$ cat src/rtl/hrm_outbox_uart_tx.sv
// Drains the hrmcpu OUTBOX show-ahead FIFO and serialises each byte as 8N1 UART on tx.
// Define HRM_OUTBOX_HEX_ASCII_EN to send each byte as two hex ASCII digits plus a line feed.
module hrm_outbox_uart_tx #(
  parameter int CLKS_PER_BIT = 104
) (
  input  logic       clk,
  input  logic       i_rst,
  input  logic       out_empty,
  input  logic [7:0] out_data,
  output logic       out_rd,
  output logic       tx,
  output logic       busy
);

  localparam int CW = (CLKS_PER_BIT > 1) ? $clog2(CLKS_PER_BIT) : 1;
  localparam logic [CW-1:0] BAUD_LAST = CW'(CLKS_PER_BIT - 1);

  typedef enum logic [1:0] {IDLE, START, DATA, STOP} state_t;

  state_t        state, state_d;
  logic [CW-1:0] baud_cnt, baud_d;
  logic [2:0]    bit_cnt, bit_d;
  logic [7:0]    shreg, shreg_d;
  logic          tx_d;
  logic          bit_end;

`ifdef HRM_OUTBOX_HEX_ASCII_EN
  logic [7:0] byte_r, byte_d;
  logic [1:0] frame_idx, frame_d;

  function automatic logic [7:0] hex_ascii(input logic [3:0] n);
    return (n < 4'd10) ? (8'h30 + {4'h0, n}) : (8'h37 + {4'h0, n});
  endfunction
`endif

  assign bit_end = (baud_cnt == BAUD_LAST);
  assign busy    = (state != IDLE) || out_rd;

  always_comb begin
    state_d  = state;
    baud_d   = baud_cnt;
    bit_d    = bit_cnt;
    shreg_d  = shreg;
    out_rd   = 1'b0;
`ifdef HRM_OUTBOX_HEX_ASCII_EN
    byte_d   = byte_r;
    frame_d  = frame_idx;
`endif
    case (state)
      IDLE: begin
        baud_d = '0;
        // Gating with i_rst keeps a pop from being signalled while reset holds the FSM
        if (!out_empty && !i_rst) begin
          out_rd  = 1'b1;
          bit_d   = 3'd0;
          state_d = START;
`ifdef HRM_OUTBOX_HEX_ASCII_EN
          byte_d  = out_data;
          frame_d = 2'd0;
          shreg_d = hex_ascii(out_data[7:4]);
`else
          shreg_d = out_data;
`endif
        end
      end
      START: begin
        if (bit_end) begin
          baud_d  = '0;
          state_d = DATA;
        end else begin
          baud_d = baud_cnt + 1'b1;
        end
      end
      DATA: begin
        if (bit_end) begin
          baud_d = '0;
          if (bit_cnt == 3'd7) begin
            state_d = STOP;
          end else begin
            shreg_d = {1'b0, shreg[7:1]};
            bit_d   = bit_cnt + 3'd1;
          end
        end else begin
          baud_d = baud_cnt + 1'b1;
        end
      end
      STOP: begin
        if (bit_end) begin
          baud_d = '0;
`ifdef HRM_OUTBOX_HEX_ASCII_EN
          // Chain the low digit and line feed straight into START with no idle gap
          if (frame_idx == 2'd2) begin
            state_d = IDLE;
          end else begin
            frame_d = frame_idx + 2'd1;
            shreg_d = (frame_idx == 2'd0) ? hex_ascii(byte_r[3:0]) : 8'h0A;
            bit_d   = 3'd0;
            state_d = START;
          end
`else
          state_d = IDLE;
`endif
        end else begin
          baud_d = baud_cnt + 1'b1;
        end
      end
      default: state_d = IDLE;
    endcase

    // tx is registered from the next-state view so the pin never glitches
    case (state_d)
      START:   tx_d = 1'b0;
      DATA:    tx_d = shreg_d[0];
      default: tx_d = 1'b1;
    endcase
  end

  always_ff @(posedge clk or posedge i_rst) begin
    if (i_rst) begin
      state    <= IDLE;
      baud_cnt <= '0;
      bit_cnt  <= '0;
      shreg    <= '0;
      tx       <= 1'b1;
`ifdef HRM_OUTBOX_HEX_ASCII_EN
      byte_r    <= '0;
      frame_idx <= '0;
`endif
    end else begin
      state    <= state_d;
      baud_cnt <= baud_d;
      bit_cnt  <= bit_d;
      shreg    <= shreg_d;
      tx       <= tx_d;
`ifdef HRM_OUTBOX_HEX_ASCII_EN
      byte_r    <= byte_d;
      frame_idx <= frame_d;
`endif
    end
  end

endmodule

$ cat config.mk
export PLATFORM = sky130hd
export DESIGN_NAME = hrm_outbox_uart_tx
export DESIGN_NICKNAME = d
export VERILOG_FILES = /design/src/rtl/hrm_outbox_uart_tx.sv
export SDC_FILE = /design/constraint.sdc
export NUM_CORES = 1
export LEC_CHECK = 0
export CORE_MARGIN = 2
export CORE_UTILIZATION = 45
export CTS_CLUSTER_DIAMETER = 80
export DETAILED_ROUTE_END_ITERATION = 7
export PLACE_DENSITY = 0.71
export SLEW_MARGIN = 20
export SYNTH_ARGS = -nofsm -noshare
export SYNTH_HDL_FRONTEND = slang
export SYNTH_SLANG_ARGS = --single-unit
$ cat constraint.sdc
create_clock -name clk -period 2.19 [get_ports clk]
set_input_delay 0.657 -clock clk [delete_from_list [all_inputs] [get_ports clk]]
set_output_delay 0.657 -clock clk [all_outputs]
set_load 0.03 [all_outputs]
==> results of run 1 <==
[through the flow]
stage / setup slack, ps / setup TNS [ps]
6_report: 52.84 / 0
3_5_place_dp: -177.7 / -642.4
5_1_grt: 7.500 / 0
2_1_floorplan: 186.5 / 0
3_3_place_gp: -159.7 / -443.6
4_1_cts: 37.39 / 0
[metal layers]
| metal | share of wire | wire length (um) | vias to the layer above | global-route usage |
|---|---|---|---|---|
| li1 | - | - | 376 | - |
| met1 | 0.48 | 842 | 342 | 0.2206 |
| met5 | 0 | 0 | - | 0 |
| met3 | 0.023 | 40 | 2 | 0.03448 |
| met2 | 0.48 | 845 | 7 | 0.2426 |
| met4 | 0.010 | 18 | 0 | 0.06579 |
[registers in the layout, summed over array words and instances (netlist names)]
name      cells
state         2
tx            1
shreg         8
bit_cnt       3
baud_cnt      7
[cell type report]
class                   count  area (um2)
fillers                   205       965.9
well taps                  28       35.03
clock buffers               4       26.28
flip-flops and latches     21       526.8
multi-input cells          71       473.0
inverters                   3       11.26
repair buffers             17       152.6
[cell usage in the layout, fill, tap and decap left out]
master	count
and2_1	1
ha_1	3
nand3_1	6
clkbuf_1	1
nor2_1	6
dfstp_2	1
nor3b_1	1
dfrtp_1	20
nor3b_4	1
clkbuf_4	3
nor4_4	1
nor2b_1	2
a31oi_4	1
dlygate4sd2_1	2
nand2b_1	2
a221o_1	1
buf_4	6
and2b_1	1
xor2_1	2
nand2_1	16
a2bb2oi_1	1
inv_1	3
and3_1	3
o22a_1	1
a21oi_1	2
nor3b_2	1
clkdlybuf4s50_1	9
a22oi_1	6
mux2_2	1
xnor2_1	3
nor2_2	1
o21ai_0	8
[logic make-up (layout without fill, tap and decap cells)]
group	count (synthesis)	after routing	share of synthesized area
buf+inv	7	24	0.03276
xor+xnor	5	5	0.04248
simple gates	42	42	0.2270
mux	1	1	0.01092
compound gates	20	20	0.1396
flops	21	21	0.5109
fa+ha+maj	3	3	0.03641
[repair_timing]
action / CTS / global route
endpoints found under the hold margin: 0 / 0
resized for setup: 2 / 1
pin swaps: 1 / 0
setup endpoints to repair: 1 / 1
cloned: 0 / 0
[path summary, 6_finish.rpt]
check                       startpoint     endpoint  slack, ps  cells past startpoint
min                        baud_cnt[0]  baud_cnt[0]        470                      1
min in group asynchronous        i_rst  baud_cnt[4]        480                      2
max reg2reg                 bit_cnt[0]   bit_cnt[2]        380                      7
max in group asynchronous        i_rst   bit_cnt[0]       1230                      3
max                                 tx           tx         50                      1
min reg2reg                baud_cnt[0]  baud_cnt[0]        470                      1
[power breakdown]
| part | switching, W | internal [W] | total [W] |
|---|---|---|---|
| sequential | 0.00000302 | 0.000394 | 0.000397 |
| combinational | 0.0000145 | 0.0000188 | 0.0000333 |
| clock | 0.000111 | 0.0000709 | 0.000182 |
==> flow_summary.toml, run 1 <==
[sta]
grt_setup_unrepaired = "false"
whs_ps = 472.1
fmaxAchievable_mhz = 467.9
finalHoldViolCount = 0
period_minus_slack_ps = 2137
slew-limit-headroom = 0.6873
worst_pin_slew_ps = 464.1
skew_ps = 2.452
setup_viol = 0
drv_slew = 0
period_share = 0.9759

[worst_setup_path]
cp_slowest_cell = "clkdlybuf4s50_1"
start_kind = "register"
path_class = "reg2out"
crit_chain = "clkdlybuf4s50_1"
crit_buf_inv = 1
cpLargestDelayFamily = "buffers and inverters"
critPathRequiredTime_ps = 1530
worstPathArrival_ps = 1480
worstPathMaxFanout = 1
crit_path_end_kind = "output port"
critPathMaxStageDelay_ps = 660

[synthesis]
async_reset_ff_frac = 1.000
yosysSeqAreaShare = 0.5109
synth.area.top_cells = "dfrtp_1 49%, nand2_1 5.8%, a22oi_1 4.4%"
synth_fp_nets = 113
synth-edff-count = 0
synth-warning-count = 0
synth_cells = 99
avgSynthCellArea_um2 = 10.41
syn_area_mm2 = 0.001031
synth_top_cells_by_count = "20 x dfrtp_1, 16 x nand2_1, 8 x o21ai_0, 7 x nor2_1"
synth.ff_latch_count = 21
yosys.area.top_type = "dfrtp_1"
netlist.area_leader.share = 0.4854
synth_cell_types = 28
ys.flop_type = "dfrtp_1"
yosysMostFrequentCell = "dfrtp_1"

[detailed_routing]
vias = 727
detail_route.iter0.violations = 6
dr.pass1.iters = 4
drc_errors = 0
via_per_inst = 5.049
ant_nets = 0
drt-total-wl_mm = 1.745
wl_per_cell_um = 12.12

[floorplanning]
fp.coreArea_mm2 = 0.002191
dieArea_mm2 = 0.002690
ioPinCount = 14
start_util = 0.4706
die_w_um = 51.87
die_h_um = 51.87
row_count = 17

[power_and_ir_drop]
fin_total_pwr_w = 0.0006124
power.density_mw_per_mm2 = 499.9
power_leakage_nw = 0.5384
vdd.ir_drop.worst_uv = 440.3

[finish]
postLayoutCoreUtil = 0.5591
synthToLayoutAreaGrowth_pct = 18.81
final_cell_area_mm2 = 0.001225
fin_cells = 144
final_nets = 131
num_antenna_cells = 0
drive_gt1_frac = 0.1379

[grt]
antenna_found_initial = 0
first_global_vias = 697
overflow = 0
grt_max_degree = 15
grt_first_pass_wirelength_mm = 3.139
grt_usage = 0.1598

[cts]
htreeDepth = 1
clk_path_buf_depth = 2
numCtsBuffers = 3
clock-sinks = 21
clkTransAtPathRegs_ps = 110
cts_hold_buf = 0
ctsRootBufferMaster = "clkbuf_4"
clk_latency_ps = 300
cts_tree = "yes"
cts_setup_buffers = 0

[placement]
place_congestion = 0.7871
dpl.cell_count = 140
placed_cell_area_mm2 = 0.001199
hpwl_mm = 1.347
port_buffers = 13

[run]
drv_cap = 0

[min_path]
min_path_type = "reg2reg"

[outcome]
status = "finished, final reports clean"
(Power assumes the default switching activity.)
==> inputs of run 2 (changes only) <==
--- a/config.mk
+++ b/config.mk
@@ -10,7 +10,6 @@
 export CTS_CLUSTER_DIAMETER = 80
 export DETAILED_ROUTE_END_ITERATION = 7
 export PLACE_DENSITY = 0.71
-export SLEW_MARGIN = 20
 export SYNTH_ARGS = -nofsm -noshare
 export SYNTH_HDL_FRONTEND = slang
 export SYNTH_SLANG_ARGS = --single-unit
==> results of run 2 <==
Final layout, timing and power as in run 1 (identical DEF).
